**src/rtl/lcd_hd44780_ctrl_if.sv**
```systemverilog
// Host-side handshake for the HD44780 controller: display configuration,
// request strobe, command/data word and the busy indication.
interface lcd_hd44780_ctrl_if;
    logic [6:0] in_data;
    logic       lcd_enable;
    logic [9:0] lcd_bus;
    logic       busy;

    modport master (
        output in_data,
        output lcd_enable,
        output lcd_bus,
        input  busy
    );

    modport slave (
        input  in_data,
        input  lcd_enable,
        input  lcd_bus,
        output busy
    );
endinterface

```
**src/rtl/lcd_hd44780_ctrl.sv**
```systemverilog
// HD44780-class character LCD controller: power-up wait, mode preamble, init
// sequence, then host byte transfers over an 8-bit or 4-bit (nibble) bus.
module lcd_hd44780_ctrl #(
    parameter int CLK_MHZ    = 45,
    parameter int BUS4       = 0,
    parameter int POWERUP_US = 500,
    parameter int SETUP_US   = 1,
    parameter int PULSE_US   = 13,
    parameter int CMD_US     = 50,
    parameter int LONG_US    = 2000
) (
    input  logic                  clk,
    input  logic                  rst,
    lcd_hd44780_ctrl_if.slave     host,
    output logic                  e,
    output logic [7:0]            lcd_data,
    output logic                  rw,
    output logic                  rs
);

    localparam int  PRE0_US = 4100;
    localparam int  PRE1_US = 100;
    localparam int  MAX_A   = (POWERUP_US > PRE0_US) ? POWERUP_US : PRE0_US;
    localparam int  MAX_US  = (MAX_A > LONG_US) ? MAX_A : LONG_US;
    localparam int  CW      = $clog2(MAX_US * CLK_MHZ + 1);
    localparam bit  NIB     = (BUS4 != 0);

    typedef logic [CW-1:0] cnt_t;

    localparam cnt_t POWERUP_C = cnt_t'(POWERUP_US * CLK_MHZ);
    localparam cnt_t SETUP_C   = cnt_t'(SETUP_US * CLK_MHZ);
    localparam cnt_t PEND_C    = cnt_t'((SETUP_US + PULSE_US) * CLK_MHZ);
    localparam cnt_t HIGH_C    = cnt_t'((SETUP_US + 2 * PULSE_US) * CLK_MHZ);
    localparam cnt_t CMD_C     = cnt_t'(CMD_US * CLK_MHZ);
    localparam cnt_t LONG_C    = cnt_t'(LONG_US * CLK_MHZ);
    localparam cnt_t PRE0_C    = cnt_t'(PRE0_US * CLK_MHZ);
    localparam cnt_t PRE1_C    = cnt_t'(PRE1_US * CLK_MHZ);

    typedef enum logic [2:0] {
        ST_POWERUP,
        ST_PREAMBLE,
        ST_INIT,
        ST_READY,
        ST_SEND
    } state_t;

    state_t     state_q, state_d;
    cnt_t       cnt_q, cnt_d;
    logic [1:0] step_q, step_d;
    logic       nib_q, nib_d;
    logic [7:0] byte_q, byte_d;
    logic       rsb_q, rsb_d;
    logic       rwb_q, rwb_d;
    logic [6:0] cfg_q, cfg_d;

    logic       e_q, e_d;
    logic [7:0] data_q, data_d;
    logic       rs_q, rs_d;
    logic       rw_q, rw_d;
    logic       busy_q, busy_d;

    logic       phaseEnd;

    // Length of the current transfer phase; in nibble mode the high nibble
    // always gets the short fixed window, the low nibble the full one.
    function automatic cnt_t phaseWindow(state_t st, logic [1:0] stp, logic nb,
                                         logic [7:0] b, logic rsb);
        cnt_t w;
        logic longCmd;
        longCmd = !rsb && (b == 8'h01 || b == 8'h02 || b == 8'h03);
        w = longCmd ? LONG_C : CMD_C;
        if (st == ST_PREAMBLE) begin
            if (!NIB || stp == 2'd0) begin
                w = PRE0_C;
            end else if (stp == 2'd1) begin
                w = PRE1_C;
            end else begin
                w = CMD_C;
            end
        end else if (NIB && !nb) begin
            w = HIGH_C;
        end
        return w;
    endfunction

    function automatic logic [7:0] initByte(logic [1:0] stp, logic [6:0] cfg);
        logic [7:0] b;
        case (stp)
            2'd0:    b = {3'b001, ~NIB, cfg[6], cfg[5], 2'b00};
            2'd1:    b = {5'b00001, cfg[4:2]};
            2'd2:    b = 8'h01;
            default: b = {6'b000001, cfg[1:0]};
        endcase
        return b;
    endfunction

    function automatic logic [7:0] beatData(state_t st, logic [1:0] stp, logic nb,
                                            logic [7:0] b);
        logic [7:0] d;
        d = 8'h00;
        case (st)
            ST_PREAMBLE: d = (NIB && stp == 2'd3) ? 8'h20 : 8'h30;
            ST_INIT, ST_SEND: begin
                if (!NIB) begin
                    d = b;
                end else begin
                    d = nb ? {b[3:0], 4'h0} : {b[7:4], 4'h0};
                end
            end
            default: d = 8'h00;
        endcase
        return d;
    endfunction

    assign phaseEnd = (cnt_q == phaseWindow(state_q, step_q, nib_q, byte_q, rsb_q) - cnt_t'(1));

    // Sequencing of power-up, preamble, init and host transfers.
    always_comb begin
        state_d = state_q;
        cnt_d   = (cnt_q != '1) ? cnt_q + cnt_t'(1) : cnt_q;
        step_d  = step_q;
        nib_d   = nib_q;
        byte_d  = byte_q;
        rsb_d   = rsb_q;
        rwb_d   = rwb_q;
        cfg_d   = cfg_q;
        case (state_q)
            ST_POWERUP: begin
                if (cnt_q == POWERUP_C - cnt_t'(1)) begin
                    cfg_d   = host.in_data;
                    state_d = ST_PREAMBLE;
                    step_d  = 2'd0;
                    cnt_d   = '0;
                end
            end
            ST_PREAMBLE: begin
                if (phaseEnd) begin
                    cnt_d = '0;
                    if (!NIB || step_q == 2'd3) begin
                        state_d = ST_INIT;
                        step_d  = 2'd0;
                        byte_d  = initByte(2'd0, cfg_q);
                        rsb_d   = 1'b0;
                        rwb_d   = 1'b0;
                        nib_d   = 1'b0;
                    end else begin
                        step_d = step_q + 2'd1;
                    end
                end
            end
            ST_INIT: begin
                if (phaseEnd) begin
                    cnt_d = '0;
                    if (NIB && !nib_q) begin
                        nib_d = 1'b1;
                    end else if (step_q == 2'd3) begin
                        state_d = ST_READY;
                    end else begin
                        step_d = step_q + 2'd1;
                        byte_d = initByte(step_q + 2'd1, cfg_q);
                        nib_d  = 1'b0;
                    end
                end
            end
            ST_READY: begin
                cnt_d = '0;
                if (host.lcd_enable) begin
                    state_d = ST_SEND;
                    byte_d  = host.lcd_bus[7:0];
                    rsb_d   = host.lcd_bus[9];
                    rwb_d   = host.lcd_bus[8];
                    nib_d   = 1'b0;
                end
            end
            ST_SEND: begin
                if (phaseEnd) begin
                    cnt_d = '0;
                    if (NIB && !nib_q) begin
                        nib_d = 1'b1;
                    end else begin
                        state_d = ST_READY;
                    end
                end
            end
            default: begin
                state_d = ST_POWERUP;
                cnt_d   = '0;
            end
        endcase
    end

    // Pin values are decoded from the next state so they leave a flop.
    always_comb begin
        e_d    = 1'b0;
        data_d = 8'h00;
        rs_d   = 1'b0;
        rw_d   = 1'b0;
        busy_d = 1'b1;
        case (state_d)
            ST_PREAMBLE, ST_INIT, ST_SEND: begin
                e_d    = (cnt_d >= SETUP_C) && (cnt_d < PEND_C);
                data_d = beatData(state_d, step_d, nib_d, byte_d);
                rs_d   = (state_d != ST_PREAMBLE) && rsb_d;
                rw_d   = (state_d != ST_PREAMBLE) && rwb_d;
            end
            ST_READY: busy_d = 1'b0;
            default: busy_d = 1'b1;
        endcase
    end

    always_ff @(posedge clk) begin
        if (rst) begin
            state_q <= ST_POWERUP;
            cnt_q   <= '0;
            step_q  <= 2'd0;
            nib_q   <= 1'b0;
            byte_q  <= 8'h00;
            rsb_q   <= 1'b0;
            rwb_q   <= 1'b0;
            cfg_q   <= 7'h00;
            e_q     <= 1'b0;
            data_q  <= 8'h00;
            rs_q    <= 1'b0;
            rw_q    <= 1'b0;
            busy_q  <= 1'b1;
        end else begin
            state_q <= state_d;
            cnt_q   <= cnt_d;
            step_q  <= step_d;
            nib_q   <= nib_d;
            byte_q  <= byte_d;
            rsb_q   <= rsb_d;
            rwb_q   <= rwb_d;
            cfg_q   <= cfg_d;
            e_q     <= e_d;
            data_q  <= data_d;
            rs_q    <= rs_d;
            rw_q    <= rw_d;
            busy_q  <= busy_d;
        end
    end

    assign e         = e_q;
    assign lcd_data  = data_q;
    assign rs        = rs_q;
    assign rw        = rw_q;
    assign host.busy = busy_q;

endmodule

```
**src/flat_wrapper.sv**
```systemverilog
// flat-port wrapper written by rule: the top's interface ports become plain ports
module lcd_hd44780_ctrl_flat 
#(
    parameter int CLK_MHZ    = 45,
    parameter int BUS4       = 0,
    parameter int POWERUP_US = 500,
    parameter int SETUP_US   = 1,
    parameter int PULSE_US   = 13,
    parameter int CMD_US     = 50,
    parameter int LONG_US    = 2000
)
  (clk, rst, e, lcd_data, rw, rs, host_in_data, host_lcd_enable, host_lcd_bus, host_busy);
  lcd_hd44780_ctrl_if host_i ();
  input  logic clk;
  input  logic rst;
  output logic e;
  output logic [7:0] lcd_data;
  output logic rw;
  output logic rs;
  input wire logic [$bits(host_i.in_data)-1:0] host_in_data;
  input wire logic [$bits(host_i.lcd_enable)-1:0] host_lcd_enable;
  input wire logic [$bits(host_i.lcd_bus)-1:0] host_lcd_bus;
  output wire logic [$bits(host_i.busy)-1:0] host_busy;
  assign host_i.in_data = host_in_data;
  assign host_i.lcd_enable = host_lcd_enable;
  assign host_i.lcd_bus = host_lcd_bus;
  assign host_busy = host_i.busy;
  lcd_hd44780_ctrl #(.CLK_MHZ(CLK_MHZ), .BUS4(BUS4), .POWERUP_US(POWERUP_US), .SETUP_US(SETUP_US), .PULSE_US(PULSE_US), .CMD_US(CMD_US), .LONG_US(LONG_US)) u_core (.clk(clk), .rst(rst), .host(host_i), .e(e), .lcd_data(lcd_data), .rw(rw), .rs(rs));
endmodule
```
**config.mk**
```make
export PLATFORM = sky130hd
export DESIGN_NAME = lcd_hd44780_ctrl_flat
export DESIGN_NICKNAME = d
export VERILOG_FILES = /design/src/rtl/lcd_hd44780_ctrl_if.sv /design/src/rtl/lcd_hd44780_ctrl.sv /design/src/flat_wrapper.sv
export SDC_FILE = /design/constraint.sdc
export NUM_CORES = 1
export LEC_CHECK = 0
export ABC_AREA = 1
export ABC_CLOCK_PERIOD_IN_PS = 3100
export CORE_MARGIN = 3
export CORE_UTILIZATION = 61
export DETAILED_ROUTE_END_ITERATION = 10
export HOLD_SLACK_MARGIN = 0.1
export MAX_ROUTING_LAYER = met4
export PLACE_DENSITY = 0.94
export SYNTH_ARGS = -nofsm -noshare
export SYNTH_HDL_FRONTEND = slang
export SYNTH_SLANG_ARGS = --single-unit
```
**constraint.sdc**
```tcl
create_clock -name clk -period 3.1 [get_ports clk]
set_clock_uncertainty 0.1 [all_clocks]
set_input_delay 0.31 -clock clk [delete_from_list [all_inputs] [get_ports clk]]
set_output_delay 0.31 -clock clk [all_outputs]
set_load 0.005 [all_outputs]
```
==> metrics.log, run 1 <==
INFO  metric run_status = finished, final reports clean
INFO  metric grt_antenna_before_repair = 0
INFO  metric syn_inst = 467
INFO  metric critical-path-top-delay-family = simple AND/OR/NAND/NOR gates
INFO  metric min_period_over_period = 84.6%
INFO  metric net_count_after_synthesis = 493
INFO  metric cts-buffers-inserted = 5
INFO  metric grt_pass1_vias = 2,986
INFO  metric post_route_cells_drive_above_1_share = 8.06%
INFO  metric worst_vdd_rail_ir_drop = 0.000285 V
INFO  metric num-nets-final = 521
INFO  metric worst_r2r_endpoint = u_core.e$_SDFF_PP0_
INFO  metric final_cell_area = 0.00351 mm²
INFO  metric worstHoldPathCells = 2
INFO  metric yosysWarnings = 0
INFO  metric start_util = 64.2%
INFO  metric cp-end-kind = register
INFO  metric worst_slew_margin_rel = 45.8%
INFO  metric layout_min_cycle_time = 2620 ps
INFO  metric timing.critical_path.depth = 12
INFO  metric setup.reg_to_reg.worst_slack = 480 ps
INFO  metric fmax = 381 MHz
INFO  metric synth_seq_cells = 52
INFO  metric final_util = 73.4%
INFO  metric design.core.area = 0.00479 mm²
INFO  metric worstSetupStartpoint = u_core.cnt_q[0]$_SDFF_PP0_
INFO  metric crit-reg2reg-launch = u_core.cnt_q[0]$_SDFF_PP0_
INFO  metric detailroute.wirelength.met2 = 3630 µm
INFO  metric drc_errors = 0
INFO  metric timing.critical_path.fanout_max = 10
INFO  metric drtIter0Drc = 375
INFO  metric io-pin-count = 32
INFO  metric grt_pass1_wl = 14,300 µm
INFO  metric cap_violations = 0
INFO  metric count_of_buffers_added_by_post_cts_timing_repair_for_setup = 0
INFO  metric cts_hold_buf = 0
INFO  metric rows = 25
INFO  metric netlist_area = 0.00307 mm²
INFO  metric cts_tree = done
INFO  metric dieWidth = 77.0 µm
INFO  metric critical-path-top-cell-by-count = sky130_fd_sc_hd__nand2_1
INFO  metric placedInstanceArea = 0.00342 mm²
INFO  metric global_route.usage.total = 31.0%
INFO  metric worst_setup_path_endpoint = u_core.e$_SDFF_PP0_
INFO  metric cp-start-kind = register
INFO  metric dr.pass1.iters = 6
INFO  metric synth.yosys.seq_area_share = 33.9%
INFO  metric worst_ep_arrival_time = 2730 ps
INFO  metric clock_slew_at_the_register_clock_pins_of_the_worst_setup_and_hold_paths = 100 ps
INFO  metric floorplan.die.height = 77.0 µm
INFO  metric port-buffer-count = 31
INFO  metric cts_num_sinks = 52
INFO  metric grt_max_degree = 22
INFO  metric route.final.wire_length = 8600 µm
INFO  metric critPathRequiredTime = 3210 ps
INFO  metric path_buf_inv = 0
INFO  metric die-area = 0.00593 mm²
INFO  metric final_max_slew_viol_count = 0
INFO  metric p_leak = 1.48 nW
INFO  metric setup_viol_count_final = 0
INFO  metric clk_latency = 310 ps
INFO  metric rsz0062_at_grt = false
INFO  metric syn2layout_area_growth = 14.3%
INFO  metric rr_worst_depth = 12
INFO  metric finalWeightedCongestion = 1.02
INFO  metric cts_resized = 0
INFO  metric yosysUniqueCellTypes = 38
INFO  metric routed-via-count = 3,321
INFO  metric wl_per_cell = 15.3 µm
INFO  metric top_routing_layer_used = met4
INFO  metric hold_path.class = register to register
INFO  metric criticalPathCategory = register to register
INFO  metric grt_overflow = 0
INFO  metric hpwl = 6640 µm
INFO  metric worst_slack = 478 ps
INFO  metric timing.critical_path.slowest_cell_delay = 460 ps
INFO  metric m1WireLength = 3750 µm
INFO  metric crit_path_top_delay_cell = sky130_fd_sc_hd__dfxtp_1
INFO  metric cellPowerDensity = 326 mW/mm²
INFO  metric number_of_h_tree_levels = 2
INFO  metric synth.avg_cell_area = 6.58 µm²
INFO  metric cp_cell_sequence = ha_1, nand2_1, nor2_1, nand2_1, nor3_4, nand3_2, a21oi_1, nand2_1, nor3_1, nand2_1, nand3_1, nor2_1
INFO  metric dp_worst_setup_slack = 586 ps
INFO  metric via_per_inst = 5.90
INFO  metric clock-root-buffer = sky130_fd_sc_hd__clkbuf_8
INFO  metric clock_path_buffers = 2
INFO  metric num_antenna_cells = 0
INFO  metric setup_tns = 0 ps
INFO  metric met3_length = 1050 µm
INFO  metric tightestPinTransition = 810 ps
INFO  metric report.final.hold_viol_count = 0
INFO  metric drtAntennaViolNets = 0
## cell families after synthesis
family	share of synthesized area, %
flip-flops	33.9
XOR/XNOR	2.28
buffers and inverters	10.5
adder cells (fa/ha/maj)	2.44
AND/OR/NAND/NOR	37.9
AO/OA/AOI/OAI	13.0
## state kept, by name, indices dropped and copies added (netlist names)
signal and flops:
u_core.rs 1, u_core.lcd_data 8, u_core.rsb_q 1, u_core.rw 1, u_core.state_q 3, u_core.byte_q 8, u_core.step_q 2, u_core.cfg_q 7
u_core.rwb_q 1, u_core.host.busy 1, u_core.cnt_q 18, u_core.e 1
## worst min-delay path: cells and delay by family, from the launching register on
kind	cells	cell delay, ps
AO/OA/AOI/OAI	1	50
flip-flops	1	310
buffers and inverters	1	60
## through the flow
stage                     cells  power, W  hold slack, ps
after floorplan             467  0.000715             324
after global placement      555  0.000748             335
after detailed placement    555  0.000748             347
after CTS                   563   0.00115             360
after global routing        563   0.00118             394
final                       563   0.00115             361
## per-layer routing
metal	GRT usage (%)	up-vias
met5	-	-
met4	8.54	0
met3	6.92	27
met2	45.6	212
met1	42.9	1499
li1	-	1583
## power by group
group	switching (W)	internal, W	total, W
Sequential	0.00000455	0.000671	0.000675
Clock	0.000229	0.000182	0.000411
Combinational	0.0000296	0.0000302	0.0000598
Total	0.000263	0.000883	0.00115
## cell usage after synthesis
library cell | number | area share [%]
sky130_fd_sc_hd__buf_2 | 3 | 0.49
sky130_fd_sc_hd__buf_6 | 2 | 0.73
sky130_fd_sc_hd__nand4_1 | 14 | 2.8
sky130_fd_sc_hd__a211oi_1 | 1 | 0.24
sky130_fd_sc_hd__nor3_4 | 1 | 0.53
sky130_fd_sc_hd__a21boi_1 | 2 | 0.49
sky130_fd_sc_hd__ha_1 | 6 | 2.4
sky130_fd_sc_hd__nor4_1 | 6 | 1.2
sky130_fd_sc_hd__a21oi_1 | 24 | 3.9
sky130_fd_sc_hd__o21bai_2 | 1 | 0.37
sky130_fd_sc_hd__nor2_2 | 4 | 0.81
sky130_fd_sc_hd__nand3_2 | 3 | 0.98
sky130_fd_sc_hd__inv_1 | 60 | 7.3
sky130_fd_sc_hd__clkbuf_1 | 7 | 0.85
sky130_fd_sc_hd__o21ai_0 | 29 | 4.7
sky130_fd_sc_hd__xor2_1 | 6 | 1.7
sky130_fd_sc_hd__nand3_1 | 28 | 4.6
sky130_fd_sc_hd__clkinv_1 | 1 | 0.12
sky130_fd_sc_hd__o21ai_1 | 4 | 0.65
sky130_fd_sc_hd__a221o_1 | 1 | 0.33
sky130_fd_sc_hd__and3_1 | 1 | 0.20
sky130_fd_sc_hd__nand3b_1 | 1 | 0.24
sky130_fd_sc_hd__nor2_1 | 63 | 7.7
sky130_fd_sc_hd__dfxtp_1 | 52 | 34
sky130_fd_sc_hd__xnor2_1 | 2 | 0.57
sky130_fd_sc_hd__a31oi_1 | 1 | 0.20
sky130_fd_sc_hd__a221oi_1 | 3 | 0.85
sky130_fd_sc_hd__nand2_4 | 1 | 0.37
sky130_fd_sc_hd__or2_1 | 1 | 0.20
sky130_fd_sc_hd__nand2_2 | 7 | 1.4
sky130_fd_sc_hd__nand4_2 | 2 | 0.81
sky130_fd_sc_hd__nand2_1 | 90 | 11
sky130_fd_sc_hd__nor3_1 | 24 | 3.9
sky130_fd_sc_hd__a22oi_1 | 1 | 0.24
sky130_fd_sc_hd__a21oi_2 | 1 | 0.28
sky130_fd_sc_hd__nor2_4 | 3 | 1.1
sky130_fd_sc_hd__o211ai_1 | 3 | 0.73
sky130_fd_sc_hd__inv_2 | 8 | 0.98
## worst min path at each step
stage	from	end	slack, ps
floorplan	u_core.cfg_q[6]$_SDFFE_PP0P_	u_core.cfg_q[6]$_SDFFE_PP0P_	320
global placement	u_core.cfg_q[0]$_SDFFE_PP0P_	u_core.cfg_q[0]$_SDFFE_PP0P_	340
detailed placement	u_core.cfg_q[3]$_SDFFE_PP0P_	u_core.cfg_q[3]$_SDFFE_PP0P_	350
CTS	u_core.cfg_q[3]$_SDFFE_PP0P_	u_core.cfg_q[3]$_SDFFE_PP0P_	360
global route	u_core.cfg_q[0]$_SDFFE_PP0P_	u_core.cfg_q[0]$_SDFFE_PP0P_	390
finish	u_core.cfg_q[3]$_SDFFE_PP0P_	u_core.cfg_q[3]$_SDFFE_PP0P_	360
## final cells by class
| type | count | area (µm²) |
|---|---|---|
| clock inverter | 1 | 7.51 |
| timing repair buffer | 33 | 325 |
| multi-input combinational | 334 | 1710 |
| clock buffer | 7 | 86.3 |
| inverter | 69 | 259 |
| tap | 67 | 83.8 |
| fill | 380 | 1270 |
| sequential | 52 | 1040 |
## cells in the final DEF (no fill, tap or decap), types with 4 or more instances in the layout
cell type                         instances
sky130_fd_sc_hd__nand2_1                 90
sky130_fd_sc_hd__nor2_1                  63
sky130_fd_sc_hd__inv_1                   60
sky130_fd_sc_hd__dfxtp_1                 52
sky130_fd_sc_hd__clkdlybuf4s50_1         31
sky130_fd_sc_hd__o21ai_0                 29
sky130_fd_sc_hd__nand3_1                 28
sky130_fd_sc_hd__nor3_1                  24
sky130_fd_sc_hd__a21oi_1                 24
sky130_fd_sc_hd__nand4_1                 14
sky130_fd_sc_hd__inv_2                    8
sky130_fd_sc_hd__nand2_2                  7
sky130_fd_sc_hd__nor4_1                   6
sky130_fd_sc_hd__xor2_1                   6
sky130_fd_sc_hd__ha_1                     6
sky130_fd_sc_hd__clkbuf_8                 6
sky130_fd_sc_hd__nor2_2                   4
sky130_fd_sc_hd__o21ai_1                  4
Note: power is estimated with default switching activity, not from simulation.
==> run 2, diff against run 1 <==
Settings changed: ABC_CLOCK_PERIOD_IN_PS 3100 to 2100, CORE_UTILIZATION 61 to 51, PLACE_DENSITY 0.94 to 0.85.
Clock period 3.1 ns to 2.1 ns, I/O delays scaled along.
==> run 2 against run 1 <==
Net effect:
- the flow now finishes with violations (negative setup slack)
- register-to-register slack lost 960 ps
- wire length increased by 55%
- maximum frequency grew 1.6%
- sequential power up 47%
- largest cell class unchanged
==> metrics.log, run 2 (synthesis gave the netlist of run 1 again) <==
INFO  metric hold_path.class = register to register (unchanged)
INFO  metric failed_checks = negative setup slack
INFO  metric worst_vdd_rail_ir_drop = 0.000524 V (was 0.000285 V)
INFO  metric worst_ep_arrival_time = 2740 ps (was 2730 ps)
INFO  metric tightestPinTransition = 513 ps (was 810 ps)
INFO  metric dr.pass1.iters = 8 (was 6)
INFO  metric cellPowerDensity = 367 mW/mm² (was 326 mW/mm²)
INFO  metric rows = 27 (was 25)
INFO  metric final_cell_area = 0.00472 mm² (was 0.00351 mm²)
INFO  metric num-nets-final = 619 (was 521)
INFO  metric cp-end-kind = register (unchanged)
INFO  metric syn2layout_area_growth = 53.4% (was 14.3%)
INFO  metric clock_path_buffers = 2 (unchanged)
INFO  metric run_status = complete, but fails checks (was finished, final reports clean)
INFO  metric number_of_h_tree_levels = 2 (unchanged)
INFO  metric final_max_slew_viol_count = 0 (unchanged)
INFO  metric critPathRequiredTime = 2260 ps (was 3210 ps)
INFO  metric post_route_cells_drive_above_1_share = 35.5% (was 8.06%)
INFO  metric placedInstanceArea = 0.00405 mm² (was 0.00342 mm²)
INFO  metric report.final.hold_viol_count = 0 (unchanged)
INFO  metric floorplan.die.height = 83.6 µm (was 77.0 µm)
INFO  metric grt_overflow = 0 (unchanged)
INFO  metric timing.critical_path.fanout_max = 5 (was 10)
INFO  metric worst_slack = -482 ps (was 478 ps)
INFO  metric crit_path_top_delay_cell = sky130_fd_sc_hd__nor4_1 (was sky130_fd_sc_hd__dfxtp_1)
INFO  metric die-area = 0.00700 mm² (was 0.00593 mm²)
INFO  metric fill_cells = 330 (was 380)
INFO  metric finalWeightedCongestion = 1.05 (was 1.02)
INFO  metric largest_register_ffs = 18 (unchanged)
INFO  metric cts_hold_buf = 0 (unchanged)
INFO  metric global_route.usage.total = 30.6% (was 31.0%)
INFO  metric cap_violations = 0 (unchanged)
INFO  metric setup_viol_count_final = 44 (was 0)
INFO  metric worst_slew_margin_rel = 65.5% (was 45.8%)
INFO  metric hpwl = 7490 µm (was 6640 µm)
INFO  metric port-buffer-count = 31 (unchanged)
INFO  metric hold_path_startpoint = u_core.cfg_q[0]$_SDFFE_PP0P_ (was u_core.cfg_q[3]$_SDFFE_PP0P_)
INFO  metric cts-buffers-inserted = 5 (unchanged)
INFO  metric fmax = 387 MHz (was 381 MHz)
INFO  metric setup_tns = -11,140 ps (was 0 ps)
INFO  metric layout_min_cycle_time = 2580 ps (was 2620 ps)
INFO  metric p_leak = 2.09 nW (was 1.48 nW)
INFO  metric drc_errors = 0 (unchanged)
INFO  metric dieWidth = 83.6 µm (was 77.0 µm)
INFO  metric mostFrequentLayoutCell = sky130_fd_sc_hd__buf_4 (was sky130_fd_sc_hd__nand2_1)
INFO  metric via_per_inst = 6.27 (was 5.90)
INFO  metric cp_cell_sequence = inv_1, nor4_1, nand4_1, nand3b_1, nand4_4, nand2_1, and3_1, nor2_2 (was ha_1, nand2_1, nor2_1, nand2_1, nor3_4, nand3_2, a21oi_1, nand2_1, nor3_1, nand2_1, nand3_1, nor2_1)
INFO  metric route.final.wire_length = 13,300 µm (was 8600 µm)
INFO  metric grt_pass1_vias = 3,571 (was 2,986)
INFO  metric start_util = 54.2% (was 64.2%)
INFO  metric io-pin-count = 32 (unchanged)
INFO  metric worstSetupStartpoint = u_core.cnt_q[12]$_SDFF_PP0_ (was u_core.cnt_q[0]$_SDFF_PP0_)
INFO  metric cts_num_sinks = 52 (unchanged)
INFO  metric num_antenna_cells = 0 (unchanged)
INFO  metric cts_tree = done (unchanged)
INFO  metric rsz0062_at_grt = true (was false)
INFO  metric grt_pass1_wl = 17,100 µm (was 14,300 µm)
INFO  metric grt_antenna_before_repair = 0 (unchanged)
INFO  metric largest_reg_by_ff_count = u_core.cnt_q (unchanged)
INFO  metric grt_max_degree = 37 (was 22)
INFO  metric routed-via-count = 4,173 (was 3,321)
INFO  metric timing.critical_path.slowest_cell_delay = 520 ps (was 460 ps)
INFO  metric min_period_over_period = 123% (was 84.6%)
INFO  metric criticalPathCategory = register to register (unchanged)
INFO  metric cp-start-kind = register (unchanged)
INFO  metric layout_common_cells = 93 x sky130_fd_sc_hd__buf_4, 74 x sky130_fd_sc_hd__nand2_1, 59 x sky130_fd_sc_hd__inv_1, 49 x sky130_fd_sc_hd__nor2_1, 39 x sky130_fd_sc_hd__dfxtp_1 (was 90 x sky130_fd_sc_hd__nand2_1, 63 x sky130_fd_sc_hd__nor2_1, 60 x sky130_fd_sc_hd__inv_1, 52 x sky130_fd_sc_hd__dfxtp_1, 31 x sky130_fd_sc_hd__clkdlybuf4s50_1)
INFO  metric drtIter0Drc = 733 (was 375)
INFO  metric design.core.area = 0.00568 mm² (was 0.00479 mm²)
INFO  metric crit-reg2reg-launch = u_core.cnt_q[12]$_SDFF_PP0_ (was u_core.cnt_q[0]$_SDFF_PP0_)
INFO  metric drtAntennaViolNets = 0 (unchanged)
INFO  metric wl_per_cell = 20.0 µm (was 15.3 µm)
INFO  metric clock_slew_at_the_register_clock_pins_of_the_worst_setup_and_hold_paths = 100 ps (about the same)
INFO  metric clock-root-buffer = sky130_fd_sc_hd__clkbuf_8 (unchanged)
INFO  metric clk_latency = 320 ps (was 310 ps)
==> run 2: changes by cell type in the layout (fill, tap and decap cells not counted), sizes merged <==
cell	previous run	this run
buf	2	99
clkinv	1	2
clkinvlp	1	0
nand2	98	99
==> run 2: final cells by class <==
type,count,area [µm²],share of cell area [%]
inverter,69,267,5.65
tap,72,90.1,1.91
multi-input combinational,335,2130,45.1
clock buffer,7,76.3,1.62
sequential,52,1070,22.7
clock inverter,1,8.76,0.186
timing repair buffer,130,1080,22.8
==> run 2: timing repair <==
item	CTS	global route
pin swaps	13	29
setup endpoints to repair	33	44
buffers inserted	4	10
cloned	0	1
gates resized for setup	46	86
==> run 2: path summary, 6_finish.rpt <==
check	to	slack (ps)	cells after the start
max	u_core.lcd_data[4]$_SDFF_PP0_	-480	8
min	u_core.cfg_q[0]$_SDFFE_PP0P_	350	2
max reg2reg	u_core.lcd_data[4]$_SDFF_PP0_	-480	8
min reg2reg	u_core.cfg_q[0]$_SDFFE_PP0P_	350	2
==> run 2: where the power goes <==
group | leakage [nW] | switching, W | internal, W
registers | 0.427 | 0.00000561 | 0.000984
clock network | 0.0424 | 0.000364 | 0.000240
logic | 1.62 | 0.0000702 | 0.0000669
total | 2.09 | 0.000439 | 0.00129
==> run 2: worst max-delay path: cells and delay by family (launching register included) <==
family                 cells  cell delay, ps
and+or+nand+nor            7            1810
DFF                        1             440
buffers and inverters      1             170
==> run 2: routing by layer <==
layer  GRT usage, %  share of wire [%]
met1           39.4                 35
met2           48.0                 43
met3           7.11                 14
met4           9.06                7.4
met5              -                  0
==> run 2: stage by stage <==
step	utilization [%]	total power (W)	hold slack, ps	instances	worst slack, ps
after floorplan	-	0.00106	301	467	23.1
after global placement	71.3	0.00112	336	643	-139
after detailed placement	71.3	0.00112	340	643	-201
after CTS	75.9	0.00170	355	655	-87.5
after global routing	83.1	0.00177	382	666	-437
final	83.1	0.00173	352	666	-482
==> run 3, diff against run 2 <==
Settings changed: ABC_CLOCK_PERIOD_IN_PS 2100 to 2250.
Clock period 2.1 ns to 2.25 ns, I/O delays scaled along.
==> run 3 against run 2 <==
Net effect:
- the flow still finishes with violations (negative setup slack)
- highest routed layer unchanged
- combinational power fell by 24%
- worst setup slack improved by 450 ps
- maximum frequency rose by 13%
- final cell count fell by 5.4%
==> metrics.log, run 3 (synthesis gave the netlist of run 1 again) <==
INFO  metric clock-root-buffer = sky130_fd_sc_hd__clkbuf_8 (unchanged)
INFO  metric grt_pass1_vias = 3,295 (was 3,571)
INFO  metric cp-end-kind = register (unchanged)
INFO  metric setup_tns = -155 ps (was -11,140 ps)
INFO  metric cellPowerDensity = 427 mW/mm² (was 367 mW/mm²)
INFO  metric placedInstanceArea = 0.00387 mm² (was 0.00405 mm²)
INFO  metric hold_path_startpoint = u_core.cfg_q[0]$_SDFFE_PP0P_ (unchanged)
INFO  metric post_route_cells_drive_above_1_share = 27.4% (was 35.5%)
INFO  metric cts_hold_buf = 0 (unchanged)
INFO  metric dieWidth = 83.6 µm (unchanged)
INFO  metric worst_hold_slack_across_all_endpoints = 361 ps (was 352 ps)
INFO  metric port-buffer-count = 31 (unchanged)
INFO  metric largest_reg_by_ff_count = u_core.cnt_q (unchanged)
INFO  metric grt_overflow = 0 (unchanged)
INFO  metric cts-buffers-inserted = 5 (unchanged)
INFO  metric worst_vdd_rail_ir_drop = 0.000462 V (was 0.000524 V)
INFO  metric floorplan.die.height = 83.6 µm (unchanged)
INFO  metric hold_path.class = register to register (unchanged)
INFO  metric mostFrequentLayoutCell = sky130_fd_sc_hd__nand2_1 (was sky130_fd_sc_hd__buf_4)
INFO  metric fmax = 438 MHz (was 387 MHz)
INFO  metric worst_ep_arrival_time = 2430 ps (was 2740 ps)
INFO  metric setup.reg_to_reg.worst_slack = -30 ps (was -480 ps)
INFO  metric hpwl = 7310 µm (was 7490 µm)
INFO  metric layout_common_cells = 85 x sky130_fd_sc_hd__nand2_1, 59 x sky130_fd_sc_hd__inv_1, 59 x sky130_fd_sc_hd__buf_4, 54 x sky130_fd_sc_hd__nor2_1, 40 x sky130_fd_sc_hd__dfxtp_1 (was 93 x sky130_fd_sc_hd__buf_4, 74 x sky130_fd_sc_hd__nand2_1, 59 x sky130_fd_sc_hd__inv_1, 49 x sky130_fd_sc_hd__nor2_1, 39 x sky130_fd_sc_hd__dfxtp_1)
INFO  metric syn2layout_area_growth = 39.3% (was 53.4%)
INFO  metric dp_worst_setup_slack = -92.6 ps (was -201 ps)
INFO  metric p_leak = 1.87 nW (was 2.09 nW)
INFO  metric rr_worst_depth = 14 (was 8)
INFO  metric hold_end = u_core.cfg_q[0]$_SDFFE_PP0P_ (unchanged)
INFO  metric run_status = complete, but fails checks (unchanged)
INFO  metric tightestPinTransition = 471 ps (was 513 ps)
INFO  metric worstHoldPathCells = 2 (unchanged)
INFO  metric crit-reg2reg-launch = u_core.cnt_q[7]$_SDFF_PP0_ (was u_core.cnt_q[12]$_SDFF_PP0_)
INFO  metric global_route.usage.total = 28.4% (was 30.6%)
INFO  metric layout_min_cycle_time = 2280 ps (was 2580 ps)
INFO  metric num-nets-final = 583 (was 619)
INFO  metric drtAntennaViolNets = 0 (unchanged)
INFO  metric failed_checks = negative setup slack (unchanged)
INFO  metric grt_max_degree = 28 (was 37)
INFO  metric worst_slack = -31.7 ps (was -482 ps)
INFO  metric drc_errors = 0 (unchanged)
INFO  metric start_util = 54.2% (unchanged)
INFO  metric grt_antenna_before_repair = 0 (unchanged)
INFO  metric num_antenna_cells = 0 (unchanged)
INFO  metric finalWeightedCongestion = 1.04 (was 1.05)
INFO  metric clock_slew_at_the_register_clock_pins_of_the_worst_setup_and_hold_paths = 100 ps (about the same)
INFO  metric worst_slew_margin_rel = 68.5% (was 65.5%)
INFO  metric final_cell_area = 0.00428 mm² (was 0.00472 mm²)
INFO  metric die-area = 0.00700 mm² (unchanged)
INFO  metric clk_latency = 320 ps (about the same)
INFO  metric layoutNonFillerInstCount = 630 (was 666)
INFO  metric routed-via-count = 3,569 (was 4,173)
INFO  metric cts_num_sinks = 52 (unchanged)
INFO  metric dp_cells = 617 (was 643)
INFO  metric clock_path_buffers = 2 (unchanged)
INFO  metric final_max_slew_viol_count = 0 (unchanged)
INFO  metric io-pin-count = 32 (unchanged)
INFO  metric min_period_over_period = 101% (was 123%)
INFO  metric rsz0062_at_grt = true (unchanged)
INFO  metric design.core.area = 0.00568 mm² (unchanged)
INFO  metric grt_pass1_wl = 15,800 µm (was 17,100 µm)
INFO  metric via_per_inst = 5.67 (was 6.27)
INFO  metric route.final.wire_length = 10,000 µm (was 13,300 µm)
INFO  metric cp-start-kind = register (unchanged)
INFO  metric number_of_h_tree_levels = 2 (unchanged)
INFO  metric drtIter0Drc = 455 (was 733)
INFO  metric worst_r2r_endpoint = u_core.lcd_data[3]$_SDFF_PP0_ (was u_core.lcd_data[4]$_SDFF_PP0_)
INFO  metric timing.critical_path.fanout_max = 8 (was 5)
INFO  metric critPathRequiredTime = 2400 ps (was 2260 ps)
INFO  metric wl_per_cell = 15.9 µm (was 20.0 µm)
INFO  metric criticalPathCategory = register to register (unchanged)
INFO  metric setup_viol_count_final = 6 (was 44)
INFO  metric cap_violations = 0 (unchanged)
INFO  metric cts_tree = done (unchanged)
INFO  metric rows = 27 (unchanged)
INFO  metric dr.pass1.iters = 6 (was 8)
INFO  metric largest_register_ffs = 18 (unchanged)
INFO  metric report.final.hold_viol_count = 0 (unchanged)
-- run 3: changes by cell type in the layout (fill, tap and decap cells not counted), moves of 4 or more --
cell and change:
sky130_fd_sc_hd__buf_4 -34, sky130_fd_sc_hd__dfxtp_2 +5, sky130_fd_sc_hd__dfxtp_4 -6, sky130_fd_sc_hd__nand2_1 +11
sky130_fd_sc_hd__nand2_2 -7, sky130_fd_sc_hd__nand2_4 -5, sky130_fd_sc_hd__nand3_1 +6, sky130_fd_sc_hd__nand3_4 -5
sky130_fd_sc_hd__nor2_1 +5, sky130_fd_sc_hd__nor2_4 -6, sky130_fd_sc_hd__o21ai_0 +5, sky130_fd_sc_hd__o21ai_1 -4
-- run 3: power breakdown --
| group | internal, W | leakage (nW) | switching, W |
|---|---|---|---|
| Combinational | 0.0000568 | 1.38 | 0.0000475 |
| Sequential | 0.000925 | 0.425 | 0.00000301 |
| Clock | 0.000448 | 0.0687 | 0.000349 |
-- run 3: layer usage --
layer  global-route usage (%)  up-vias  wire (µm)
met1                     38.3     1598       4280
met2                     43.0      215       4530
met4                     8.48        0        281
met5                        -        -          0
li1                         -     1707          -
met3                     5.73       49        930
-- run 3: how the worst max path moves through the flow --
| stage | from | endpoint | slack, ps | cells past startpoint |
|---|---|---|---|---|
| 3_3_place_gp | u_core.byte_q[5]$_SDFF_PP0_ | u_core.e$_SDFF_PP0_ | -110 | 12 |
| 5_1_grt | u_core.cnt_q[3]$_SDFF_PP0_ | u_core.lcd_data[5]$_SDFF_PP0_ | -170 | 16 |
| 4_1_cts | u_core.state_q[1]$_SDFF_PP0_ | u_core.byte_q[7]$_SDFF_PP0_ | -6 | 15 |
| 6_report | u_core.cnt_q[7]$_SDFF_PP0_ | u_core.lcd_data[3]$_SDFF_PP0_ | -30 | 14 |
| 2_1_floorplan | u_core.cnt_q[0]$_SDFF_PP0_ | u_core.e$_SDFF_PP0_ | 170 | 12 |
| 3_5_place_dp | u_core.byte_q[5]$_SDFF_PP0_ | u_core.lcd_data[4]$_SDFF_PP0_ | -90 | 12 |
-- run 3: final cells by class --
cell class              count  area [µm²]
multi-input cells         334        1920
inverters                  69         262
fillers                   377        1390
clock inverters             3        68.8
flip-flops and latches     52        1060
clock buffers               5        68.8
repair buffers             95         818
well taps                  72        90.1
-- run 3: what timing repair did --
item / CTS / global route
resized for setup: 8 / 65
endpoints found under the setup margin: 11 / 35
pin swaps: 2 / 17
buffers inserted: 1 / 4
endpoints found under the hold margin: 0 / 0
-- run 3: critical path: stages (launching register included) --
cell and delay, ps:
sky130_fd_sc_hd__dfxtp_2 380, sky130_fd_sc_hd__buf_4 130, sky130_fd_sc_hd__nand3_1 100, sky130_fd_sc_hd__a21oi_2 160
sky130_fd_sc_hd__nand3_2 110, sky130_fd_sc_hd__nor2_2 120, sky130_fd_sc_hd__nand3_2 130, sky130_fd_sc_hd__nor2_4 210
sky130_fd_sc_hd__nor2_2 70, sky130_fd_sc_hd__inv_2 110, sky130_fd_sc_hd__nand4_4 110, sky130_fd_sc_hd__inv_2 110
sky130_fd_sc_hd__nand2_4 110, sky130_fd_sc_hd__buf_4 160, sky130_fd_sc_hd__nor3_2 100
-- run 3: through the flow --
stage	utilization (%)	power (W)
2_1_floorplan	-	0.000985
3_3_place_gp	68.1	0.00105
3_5_place_dp	68.1	0.00105
4_1_cts	71.0	0.00182
5_1_grt	75.4	0.00189
6_report	75.4	0.00183
